## config.mk

```make
export PLATFORM = sky130hd
export DESIGN_NAME = board_commit_ctrl
export DESIGN_NICKNAME = d
export VERILOG_FILES = /design/src/rtl/board_pkg.sv /design/src/rtl/move_fifo.sv /design/src/rtl/board_commit_ctrl.sv
export SDC_FILE = /design/constraint.sdc
export NUM_CORES = 1
export LEC_CHECK = 0
export ABC_CLOCK_PERIOD_IN_PS = 9400
export CAP_MARGIN = 20
export CELL_PAD_IN_SITES_DETAIL_PLACEMENT = 2
export CELL_PAD_IN_SITES_GLOBAL_PLACEMENT = 2
export CORE_ASPECT_RATIO = 1.2
export CORE_MARGIN = 2
export CORE_UTILIZATION = 25
export CTS_CLUSTER_DIAMETER = 60
export DETAILED_ROUTE_END_ITERATION = 16
export PLACE_DENSITY = 0.63
export SLEW_MARGIN = 10
export SYNTH_ARGS = -nofsm -noshare
export SYNTH_HDL_FRONTEND = slang
export SYNTH_SLANG_ARGS = --single-unit
```

## constraint.sdc

```tcl
create_clock -name clk -period 9.4 [get_ports clk]
set_input_delay 1.41 -clock clk [delete_from_list [all_inputs] [get_ports clk]]
set_output_delay 1.41 -clock clk [all_outputs]
set_load 0.01 [all_outputs]
```

## src/rtl/board_pkg.sv

```systemverilog
// Shared types and constants for the chess board commit controller.
// Piece code is {type[2:0], color[1:0]}; squares are {row[2:0], col[2:0]}.
package board_pkg;

  typedef logic [4:0] piece_t;
  typedef logic [5:0] square_t;
  typedef piece_t [7:0] row_t;

  localparam logic [2:0] TYPE_EMPTY  = 3'd0;
  localparam logic [2:0] TYPE_PAWN   = 3'd1;
  localparam logic [2:0] TYPE_KNIGHT = 3'd2;
  localparam logic [2:0] TYPE_BISHOP = 3'd3;
  localparam logic [2:0] TYPE_ROOK   = 3'd4;
  localparam logic [2:0] TYPE_QUEEN  = 3'd5;
  localparam logic [2:0] TYPE_KING   = 3'd6;

  localparam logic [1:0] COLOR_NONE  = 2'b00;
  localparam logic [1:0] COLOR_WHITE = 2'b01;
  localparam logic [1:0] COLOR_BLACK = 2'b10;

  localparam piece_t EMPTY = {TYPE_EMPTY, COLOR_NONE};

  typedef struct packed {
    square_t src;
    square_t dst;
    piece_t  promote;
  } move_t;

  typedef enum logic [1:0] {
    ST_IDLE,
    ST_INIT,
    ST_MOVE_DST,
    ST_MOVE_SRC
  } state_t;

  // Standard start position for one row; black occupies rows 0-1, white rows 6-7.
  function automatic row_t START_ROW(input logic [2:0] row);
    row_t       r;
    logic [1:0] c;
    r = {8{EMPTY}};
    c = (row < 3'd4) ? COLOR_BLACK : COLOR_WHITE;
    case (row)
      3'd0, 3'd7: begin
        r[0] = {TYPE_ROOK,   c};
        r[1] = {TYPE_KNIGHT, c};
        r[2] = {TYPE_BISHOP, c};
        r[3] = {TYPE_QUEEN,  c};
        r[4] = {TYPE_KING,   c};
        r[5] = {TYPE_BISHOP, c};
        r[6] = {TYPE_KNIGHT, c};
        r[7] = {TYPE_ROOK,   c};
      end
      3'd1, 3'd6: begin
        for (int i = 0; i < 8; i++) r[i] = {TYPE_PAWN, c};
      end
      default: ;
    endcase
    return r;
  endfunction

endpackage

```

## src/rtl/move_fifo.sv

```systemverilog
// Small power-of-two FIFO holding pending moves; flush discards all entries.
module move_fifo #(
  parameter  int unsigned DEPTH = 4,
  parameter  int unsigned WIDTH = 17,
  localparam int unsigned CNT_W = $clog2(DEPTH + 1)
) (
  input  logic             clk,
  input  logic             reset,
  input  logic             i_push,
  input  logic             i_pop,
  input  logic             i_flush,
  input  logic [WIDTH-1:0] i_wdata,
  output logic [WIDTH-1:0] o_rdata,
  output logic             o_full,
  output logic             o_empty,
  output logic [CNT_W-1:0] o_count
);

  localparam int unsigned PTR_W = $clog2(DEPTH);

  logic [WIDTH-1:0] r_mem [DEPTH];
  logic [PTR_W-1:0] r_wr_ptr;
  logic [PTR_W-1:0] r_rd_ptr;
  logic [CNT_W-1:0] r_count;
  logic             w_push;
  logic             w_pop;

  assign w_push  = i_push && (r_count != CNT_W'(DEPTH));
  assign w_pop   = i_pop && (r_count != '0);
  assign o_rdata = r_mem[r_rd_ptr];
  assign o_full  = (r_count == CNT_W'(DEPTH));
  assign o_empty = (r_count == '0);
  assign o_count = r_count;

  // Pointers wrap naturally because DEPTH is a power of two.
  always_ff @(posedge clk) begin
    if (reset || i_flush) begin
      r_wr_ptr <= '0;
      r_rd_ptr <= '0;
      r_count  <= '0;
    end else begin
      if (w_push) begin
        r_mem[r_wr_ptr] <= i_wdata;
        r_wr_ptr        <= r_wr_ptr + 1'b1;
      end
      if (w_pop) r_rd_ptr <= r_rd_ptr + 1'b1;
      case ({w_push, w_pop})
        2'b10:   r_count <= r_count + 1'b1;
        2'b01:   r_count <= r_count - 1'b1;
        default: ;
      endcase
    end
  end

endmodule

```

## src/rtl/board_commit_ctrl.sv

```systemverilog
// Owns the 8x8 board array read by the VGA pixel generator; queued moves and
// re-initialisation are applied only at the start of vertical sync.
module board_commit_ctrl
  import board_pkg::*;
#(
  parameter int unsigned DEPTH         = 4,
  parameter int unsigned MAX_PER_FRAME = 4
) (
  input  logic       clk,
  input  logic       reset,
  input  logic       vsync,
  input  logic       move_valid,
  output logic       move_ready,
  input  logic [5:0] move_src,
  input  logic [5:0] move_dst,
  input  logic [4:0] move_promote,
  input  logic       init_req,
  output logic [4:0] boardPos [8][8],
  output logic       busy,
  output logic       commit_pulse
);

  localparam int unsigned CNT_W  = $clog2(DEPTH + 1);
  localparam int unsigned DONE_W = $clog2(MAX_PER_FRAME + 1);

  state_t            r_state;
  state_t            w_state_nxt;
  logic              r_vsync_q;
  logic              r_init_pend;
  logic [2:0]        r_row_cnt;
  logic [DONE_W-1:0] r_n_done;

  logic              w_vs_edge;
  logic              w_push;
  logic              w_pop;
  logic              w_flush;
  logic              w_full;
  logic              w_empty;
  logic [CNT_W-1:0]  w_count;
  move_t             w_wdata;
  move_t             w_head;
  piece_t            w_dst_piece;
  row_t              w_start [8];

  logic              w_enter_init;
  logic              w_enter_move;
  logic              w_init_row;
  logic              w_wr_dst;
  logic              w_wr_src;
  logic              w_more_ok;

  assign w_vs_edge    = r_vsync_q & ~vsync;
  assign move_ready   = !w_full && (r_state != ST_INIT);
  assign w_push       = move_valid && move_ready;
  assign w_wdata      = '{src: move_src, dst: move_dst, promote: move_promote};
  assign busy         = (r_state != ST_IDLE);
  assign commit_pulse = w_wr_src;
  assign w_more_ok    = (w_count > CNT_W'(1)) &&
                        ((32'(r_n_done) + 32'd1) < 32'(MAX_PER_FRAME));
  assign w_dst_piece  = (w_head.promote != EMPTY) ? w_head.promote
                                                  : boardPos[w_head.src[5:3]][w_head.src[2:0]];

  always_comb begin
    for (int r = 0; r < 8; r++) w_start[r] = START_ROW(3'(r));
  end

  move_fifo #(
    .DEPTH (DEPTH),
    .WIDTH ($bits(move_t))
  ) u_fifo (
    .clk     (clk),
    .reset   (reset),
    .i_push  (w_push),
    .i_pop   (w_pop),
    .i_flush (w_flush),
    .i_wdata (w_wdata),
    .o_rdata (w_head),
    .o_full  (w_full),
    .o_empty (w_empty),
    .o_count (w_count)
  );

  // Next-state and per-state actions.
  always_comb begin
    w_state_nxt  = r_state;
    w_pop        = 1'b0;
    w_flush      = 1'b0;
    w_enter_init = 1'b0;
    w_enter_move = 1'b0;
    w_init_row   = 1'b0;
    w_wr_dst     = 1'b0;
    w_wr_src     = 1'b0;
    case (r_state)
      ST_IDLE: begin
        if (w_vs_edge) begin
          if (r_init_pend) begin
            w_state_nxt  = ST_INIT;
            w_flush      = 1'b1;
            w_enter_init = 1'b1;
          end else if (!w_empty) begin
            w_state_nxt  = ST_MOVE_DST;
            w_enter_move = 1'b1;
          end
        end
      end
      ST_INIT: begin
        w_init_row = 1'b1;
        if (r_row_cnt == 3'd7) w_state_nxt = ST_IDLE;
      end
      ST_MOVE_DST: begin
        w_wr_dst    = (w_head.src != w_head.dst);
        w_state_nxt = ST_MOVE_SRC;
      end
      ST_MOVE_SRC: begin
        w_pop       = 1'b1;
        w_wr_src    = (w_head.src != w_head.dst);
        w_state_nxt = w_more_ok ? ST_MOVE_DST : ST_IDLE;
      end
      default: w_state_nxt = ST_IDLE;
    endcase
  end

  always_ff @(posedge clk) begin
    if (reset) begin
      r_state     <= ST_IDLE;
      r_vsync_q   <= 1'b1;
      r_init_pend <= 1'b0;
      r_row_cnt   <= 3'd0;
      r_n_done    <= '0;
    end else begin
      r_state   <= w_state_nxt;
      r_vsync_q <= vsync;
      // A request arriving on the INIT entry cycle stays pending for the next frame.
      if (w_enter_init) r_init_pend <= 1'b0;
      if (init_req)     r_init_pend <= 1'b1;
      if (w_enter_init)    r_row_cnt <= 3'd0;
      else if (w_init_row) r_row_cnt <= r_row_cnt + 3'd1;
      if (w_enter_move) r_n_done <= '0;
      else if (w_pop)   r_n_done <= r_n_done + DONE_W'(1);
    end
  end

  // Board array: the only storage the pixel generator ever sees.
  always_ff @(posedge clk) begin
    if (reset) begin
      for (int r = 0; r < 8; r++)
        for (int c = 0; c < 8; c++)
          boardPos[3'(r)][3'(c)] <= w_start[3'(r)][3'(c)];
    end else begin
      if (w_init_row) begin
        for (int c = 0; c < 8; c++)
          boardPos[r_row_cnt][3'(c)] <= w_start[r_row_cnt][3'(c)];
      end
      if (w_wr_dst) boardPos[w_head.dst[5:3]][w_head.dst[2:0]] <= w_dst_piece;
      if (w_wr_src) boardPos[w_head.src[5:3]][w_head.src[2:0]] <= EMPTY;
    end
  end

endmodule

```

# After elaboration in Yosys (flattened, before gate mapping)
# Memory sizes are Yosys's and may differ from the RTL's. A register that Yosys moved wholly into a read port is not among the register bits.
# Cells that the tools add are included.
# word_totals
input_bits	22
mem_bits_ro	320
output_inout_bits	323
n_memories	2
register_bits	337
mem_bits_rw	68
wordCells	202
# classes
bitwise_logic	9
addsub	7
order_cmp	12
muxes	65
reduce_logical	22
eq_ne	13
# mem_list
name	depth	width	read_ports	rd_clocked_by_memory_dff	write_ports	line_no	rtl
(no name shown)	8	40	1	0	0	board_commit_ctrl.sv:152	boardPos[r_row_cnt][3'(c)] <= w_start[r_row_cnt][3'(c)];
u_fifo.r_mem	4	17	1	1	1	move_fifo.sv:21	logic [WIDTH-1:0] r_mem [DEPTH];
# op_table
op	n
$bwmux 320	9
$mux 320	5
$demux 40 s3	7
$and 320x320->320	1
$not 320->320	1
$mux 40	5
$bmux 40 s3	1
$mux 20	2
$mux 35	1
$demux 5 s3	2
$mux 30	1
$mux 25	1
$mux 5	5
$ge 4x4->1 const B	5
$lt 4x1->1 const B	5
$not 3->4	5
$mux 1	16
$bmux 5 s3	1
$mux 2	7
$logic_and 1x1->1	10
$add 3x1->3 const B	3
$pmux 2 s4	1
$eq 2x2->1 const B	3
$eq 3x3->1 const B	2
other kinds (22)	29

# Depth between registers and ports, before layout
# Gate-level depths: netlist (run 1).
# logic_depth
word_depth	20
depth_mapped	15
ltp_nobuf	9

# Modules after synthesis
# Synthesis (run 1) repeated with hierarchy kept, for this count alone.
# hier_totals
hier_cells	2334
hier_area_um2	22964.5
# by_module_without_submodules
mod	seq_area_each_um2	cells_per_inst	area_per_inst_um2	instances
board_commit_ctrl	9008.6	2190	20015.4	1
move_fifo	2222.1	144	2949.1	1

# Least setup slack after synthesis (run 1)
# OpenSTA, ideal clock, no wires.
# synth_path
path_kind	input -> register
start	in reset
end	reg boardPos[261] (netlist bit)
required_time_ns	8.918
n_path_buf	2
cell_stages	4
setup_time_ns	0.482
arrival_time_ns	8.947
path_slack_ns	-0.028
path_cell_list	inv_1 -> clkbuf_1 -> clkbuf_1 -> o21ai_0
# synth_lines
element	line_no	rtl
start, declared	board_commit_ctrl.sv:10	input logic reset,
end signal, assigned by index	board_commit_ctrl.sv:148	boardPos[3'(r)][3'(c)] <= w_start[3'(r)][3'(c)];
end signal, assigned by index	board_commit_ctrl.sv:152	
end signal, assigned by index	board_commit_ctrl.sv:154	if (w_wr_dst) boardPos[w_head.dst[5:3]][w_head.dst[2:0]] <= w_dst_piece;
end, declared	board_commit_ctrl.sv:18	output logic [4:0] boardPos [8][8],
# No word-level cell between the ends.

==> results of run 1 <==
[worst reg2reg max path: stages, from the launching register on]
cell and delay (ps):
dfxtp_1 310, buf_4 380, mux4_4 1020, buf_4 410, nor3b_2 260, buf_4 250, a221oi_1 390, a31oi_1 200
a2111oi_0 910, a41o_2 940, a211oi_1 250
[logic make-up (layout without fill, tap and decap cells)]
| group | after synthesis | in the layout |
|---|---|---|
| buffers and inverters | 177 | 507 |
| AOI/OAI and AO/OA | 673 | 673 |
| adders and majority gates | 19 | 19 |
| and+or+nand+nor | 704 | 704 |
| DFF | 407 | 407 |
| other | 0 | 5 |
| xor gates and xnor gates | 15 | 15 |
| muxes | 148 | 148 |
[final cells by class]
cell class,instances,area (sq um)
clock inverter,27,193
inverter,19,78.8
sequential,407,11200
multi-input combinational,1559,10000
timing repair buffer,399,3860
clock buffer,62,1310
antenna,5,12.5
tap,1149,1440
fill,9436,59300
[flip-flops by register name, summed over array words and instances, names as in the netlist, named ones only]
register         count
boardPos           320
u_fifo.r_mem        68
r_n_done             3
r_row_cnt            3
u_fifo.o_count       3
r_state              2
u_fifo.r_rd_ptr      2
u_fifo.r_wr_ptr      2
r_init_pend          1
r_vsync_q            1
[where the power goes]
group	internal, mW	leakage, nW	switching (mW)
Clock	1.02	0.733	0.841
Combinational	0.257	4.30	0.473
Sequential	2.03	3.77	0.123
[per-stage QoR]
step                      area, sq um  power [mW]
after floorplan                 21900        2.47
after global placement          26600        2.89
after detailed placement        26600        2.90
after CTS                       28100        4.75
after global routing            28100        4.85
final                           28100        4.74
[layer usage]
metal | wire [microns] | global-route usage
met5 | 25 | 0
met4 | 7410 | 0.142
met3 | 9190 | 0.0491
met2 | 61400 | 0.464
met1 | 51600 | 0.353
[cells in the mapped netlist, types with 19 or more instances]
master	instances	area, sq um
o22ai_1	35	219
nor3_1	32	160
nand2_1	215	807
a211oi_1	141	1060
edfxtp_1	308	9250
nand3_1	51	255
o21ai_0	82	410
mux2i_1	75	751
buf_2	41	205
dfxtp_1	99	1980
nor2_1	279	1050
a21oi_1	173	866
mux2_2	44	495
a221oi_1	35	307
mux4_2	28	631
o211ai_1	88	661
clkbuf_1	95	357
ha_1	19	238
a22oi_1	36	270
[how the worst max path moves through the flow]
stage / from / to / cells after the start
2_1_floorplan: reset / boardPos[261] / 4
3_3_place_gp: reset / boardPos[121] / 4
3_5_place_dp: reset / boardPos[124] / 4
4_1_cts: flop / commit_pulse / 9
5_1_grt: flop / commit_pulse / 9
6_report: flop / commit_pulse / 9
==> flow_metrics.py, run 1 <==
metrics = {
    "setup_path": {
        "rrSetupSlack_ps": 3780,
        "critPathBufInv": 5,
        "cp-end-kind": "primary output",
        "cp_slowest_cell": "mux4_4",
        "worst_path_most_repeated_cell": "buf_4",
        "cp.required_ps": 7990,
        "cp_max_fo": 53,
        "rr_worst_depth": 10,
        "crit_chain": "buf_4, mux4_4, buf_4, xnor2_1, nand2_1, o21bai_1, buf_4, clkinv_1, clkdlybuf4s50_1",
        "arrival_ps": 4670,
        "max_stage_delay_ps": 1100,
        "critPathKind": "flop to primary output",
        "reg2reg_to": "boardPos[140]",
        "cpLargestDelayFamily": "buffers and inverters",
        "critPathLaunchType": "flop",
    },
    "floorplanning": {
        "placementRows": 119,
        "die_y_microns": 329,
        "ioPinCount": 345,
        "die-width_microns": 274,
        "die-area_sq_um": 90200,
        "initial_utilization": 0.251,
        "core_area_sq_um": 87400,
    },
    "drt": {
        "viasPerCell": 5.91,
        "drc": 0,
        "drt-initial-drc-count": 2186,
        "routed_wl_microns": 130000,
        "vias": 21400,
        "ant_nets": 0,
        "post_drt_wl_per_cell_microns": 35.7,
        "drt_first_pass_iters": 6,
    },
    "place": {
        "dp_slack_ps": 3750,
        "io_buffers": 344,
        "dpl.hpwl_microns": 96300,
        "gp_congestion": 0.959,
        "dp_cells": 3530,
    },
    "min_path": {
        "hold_end": "r_n_done[1]",
        "min_from": "r_n_done[1]",
        "holdCritPathClass": "flop to flop",
        "hold_depth": 2,
    },
    "final_layout": {
        "mostFrequentLayoutCells": "clkdlybuf4s50_1, edfxtp_1, nor2_1, nand2_1, a21oi_1",
        "mostFrequentLayoutCell": "clkdlybuf4s50_1",
        "drive_gt1_frac": 0.0902,
        "final_cells": 3627,
        "area_growth_pct": 28.2,
        "fin_util": 0.322,
        "layout.nets": 2476,
    },
    "cts": {
        "cts_buffers": 49,
        "path_clk_slew_ps": 60,
        "cts_tree": "done",
        "clk-insertion-delay-late_ps": 630,
        "post_cts_resized": 0,
        "h-tree-depth": 2,
        "post_cts_buffers": 0,
        "cts-root-buf": "clkbuf_16",
        "cts_hold_buf": 0,
        "cts_sinks": 407,
        "clockBufferDepth": 3,
    },
    "synth": {
        "synthAdderAreaFrac": 0.0108,
        "synth_nets": 2184,
        "synthMuxAreaShare": 0.0860,
        "seq_area_frac_synth": 0.512,
        "synth-xor-area-share": 0.00599,
        "synth_top_family_by_area": "compound AO/OA/AOI/OAI gates",
        "synth_seq_cells": 407,
        "ys.flop_type": "edfxtp_1",
        "synth_compound_area_frac": 0.207,
        "synth_area_sq_um": 21900,
        "synth_cell_type_count": 74,
        "synth-edff-count": 308,
        "synthSimpleGateAreaFrac": 0.143,
        "avgSynthCellArea_sq_um": 10.2,
        "synthCells": 2143,
        "ys_warn_count": 0,
        "async_flop_share": 0,
    },
    "timing": {
        "fin_ws_ps": 3320,
        "maxSlewHeadroom": 0.181,
        "holdWs_ps": 496,
        "maxSlewViolCount": 0,
        "tightestPinTransition_ps": 1230,
        "hold_viol": 0,
        "tns_ps": 0,
        "finalCritPeriodShare": 0.647,
        "max_freq_mhz": 164,
        "finalSetupViolCount": 0,
        "worst_clock_skew_ps": 40.6,
        "rsz0062_at_grt": "no",
        "fin_crit_ps": 6080,
    },
    "global_route": {
        "grt_use_total": 0.281,
        "grt_max_degree": 128,
        "antenna_found_initial": 7,
        "grt_pass1_vias": 22400,
        "grt_pass1_wl_microns": 180000,
        "grt-ovfl-total": 0,
    },
    "power": {
        "ir_drop_mv": 0.122,
        "p_leak_nw": 8.80,
        "power_density_nw_per_um2": 168,
    },
    "outcome": {
        "outcome": "finished, final reports clean",
    },
    "run": {
        "max-cap-violations": 0,
    },
}
No activity file was read; power rests on OpenSTA's default activity.
==> run 2: changes to the inputs <==
--- a/config.mk
+++ b/config.mk
@@ -5,7 +5,7 @@
 export SDC_FILE = /design/constraint.sdc
 export NUM_CORES = 1
 export LEC_CHECK = 0
-export ABC_CLOCK_PERIOD_IN_PS = 9400
+export ABC_CLOCK_PERIOD_IN_PS = 5700
 export CAP_MARGIN = 20
 export CELL_PAD_IN_SITES_DETAIL_PLACEMENT = 2
 export CELL_PAD_IN_SITES_GLOBAL_PLACEMENT = 2
@@ -14,7 +14,7 @@
 export CORE_UTILIZATION = 25
 export CTS_CLUSTER_DIAMETER = 60
 export DETAILED_ROUTE_END_ITERATION = 16
-export PLACE_DENSITY = 0.63
+export PLACE_DENSITY = 0.6
 export SLEW_MARGIN = 10
 export SYNTH_ARGS = -nofsm -noshare
 export SYNTH_HDL_FRONTEND = slang
==> constraint.sdc (replaced) <==
create_clock -name clk -period 5.7 [get_ports clk]
set_input_delay 0.855 -clock clk [delete_from_list [all_inputs] [get_ports clk]]
set_output_delay 0.855 -clock clk [all_outputs]
set_load 0.01 [all_outputs]
==> flow_metrics.py, run 2 (same netlist as run 1, synthesis figures left out) <==
metrics = {
    "timing": {
        "tightestPinTransition_ps": 1290,
        "maxSlewHeadroom": 0.141,
        "fin_ws_ps": 382,
        "finalSetupViolCount": 0,
        "maxSlewViolCount": 0,
        "max_freq_mhz": 188,
        "holdWs_ps": 480,
        "hold_viol": 0,
        "fin_crit_ps": 5320,
        "worst_clock_skew_ps": 38.7,
        "finalCritPeriodShare": 0.933,
        "tns_ps": 0,
        "rsz0062_at_grt": "no",
    },
    "cts": {
        "cts_sinks": 407,
        "post_cts_resized": 0,
        "h-tree-depth": 2,
        "clockBufferDepth": 3,
        "clk-insertion-delay-late_ps": 620,
        "cts_tree": "done",
        "cts_buffers": 49,
        "cts-root-buf": "clkbuf_16",
        "cts_hold_buf": 0,
        "path_clk_slew_ps": 60,
        "post_cts_buffers": 0,
    },
    "drt": {
        "vias": 21600,
        "drt-initial-drc-count": 2445,
        "post_drt_wl_per_cell_microns": 36.0,
        "routed_wl_microns": 131000,
        "viasPerCell": 5.94,
        "drt_first_pass_iters": 6,
        "ant_nets": 0,
        "drc": 0,
    },
    "power": {
        "power_density_nw_per_um2": 285,
        "total_power_mw": 8.11,
        "ir_drop_mv": 0.234,
        "p_leak_nw": 8.97,
    },
    "place": {
        "gp_congestion": 0.928,
        "postPlaceCellArea_sq_um": 26800,
        "io_buffers": 344,
        "dpl.hpwl_microns": 97300,
        "dp_slack_ps": 656,
        "dp_cells": 3546,
    },
    "setup_path": {
        "reg2reg_to": "boardPos[301]",
        "rrSetupSlack_ps": 550,
        "cp_slowest_cell": "mux4_2",
        "cp_max_fo": 16,
        "critPathLaunchType": "flop",
        "critPathKind": "flop to primary output",
        "rr_worst_depth": 10,
        "cp-end-kind": "primary output",
        "arrival_ps": 4460,
        "crit_chain": "buf_4, mux4_2, xnor2_1, nand4_1, o21bai_1, buf_4, clkinv_1, clkdlybuf4s50_1",
        "worst_path_most_repeated_cell": "buf_4",
        "cp.required_ps": 4850,
        "max_stage_delay_ps": 760,
    },
    "final_layout": {
        "fin_util": 0.326,
        "multiInputGateArea_sq_um": 10000,
        "layout.nets": 2491,
        "seq_area_sq_um": 11200,
        "nFillCells": 9423,
        "area_growth_pct": 29.7,
        "top_regs": "boardPos: 320 flops, u_fifo.r_mem: 68 flops",
        "mostFrequentLayoutCells": "clkdlybuf4s50_1, edfxtp_1, nor2_1, nand2_1, a21oi_1",
        "stdcell_area_sq_um": 28500,
        "drive_gt1_frac": 0.0985,
        "mostFrequentLayoutCell": "clkdlybuf4s50_1",
        "top_register": "boardPos",
        "final_cells": 3640,
        "largest_reg_flops": 320,
    },
    "floorplanning": {
        "ioPinCount": 345,
        "initial_utilization": 0.251,
        "die_y_microns": 329,
        "die-width_microns": 274,
        "die-area_sq_um": 90200,
        "placementRows": 119,
        "core_area_sq_um": 87400,
    },
    "global_route": {
        "grt_max_degree": 168,
        "grt-ovfl-total": 0,
        "grt_pass1_wl_microns": 181000,
        "grt_pass1_vias": 22200,
        "antenna_found_initial": 9,
        "grt_use_total": 0.284,
    },
    "min_path": {
        "holdCritPathClass": "flop to flop",
        "hold_end": "r_n_done[1]",
        "min_from": "r_n_done[1]",
        "hold_depth": 2,
    },
    "run": {
        "max-cap-violations": 0,
    },
    "outcome": {
        "outcome": "finished, final reports clean",
    },
}
run 2: cell types whose count changed in the layout (fill, tap and decap cells not counted), moves of 4 or more:
cell	change
bufinv_16	+4
buf_4	+13
buf_12	+5
clkinv_1	-9
run 2: worst max-delay path: cells and delay by family (launching register included):
family / cells / cell delay [ps]
AND/OR/NAND/NOR: 1 / 190
AO/OA/AOI/OAI: 1 / 230
flip-flops: 1 / 600
buffers and inverters: 4 / 1790
multiplexers: 1 / 760
XOR/XNOR: 1 / 250
run 2: power breakdown:
group	leakage [nW]	internal [mW]	switching [mW]	total, mW
Combinational	4.40	0.441	0.792	1.23
Clock	0.806	1.94	1.39	3.34
Sequential	3.77	3.34	0.198	3.54
run 2: worst max path at each step:
stage	slack [ps]	startpoint	endpoint
after floorplan	720	reset	boardPos[261]
after detailed placement	660	flop	boardPos[111]
after global placement	810	flop	boardPos[111]
after CTS	360	flop	commit_pulse
after global routing	240	flop	commit_pulse
final	380	flop	commit_pulse
run 2: cell type report:
class / count / area share
clock buffer: 69 / 0.0493
antenna: 3 / 0.000264
multi-input combinational: 1559 / 0.352
sequential: 407 / 0.395
timing repair buffer: 414 / 0.142
tap: 1149 / 0.0505
clock inverter: 20 / 0.00844
inverter: 19 / 0.00277
run 2: layer usage:
| metal | vias to the layer above | global-route usage | share of wire |
|---|---|---|---|
| met5 | - | 0 | 0.00012 |
| met4 | 2 | 0.136 | 0.055 |
| met3 | 285 | 0.0547 | 0.079 |
| met2 | 1187 | 0.464 | 0.47 |
| met1 | 11300 | 0.361 | 0.40 |
| li1 | 8855 | - | - |
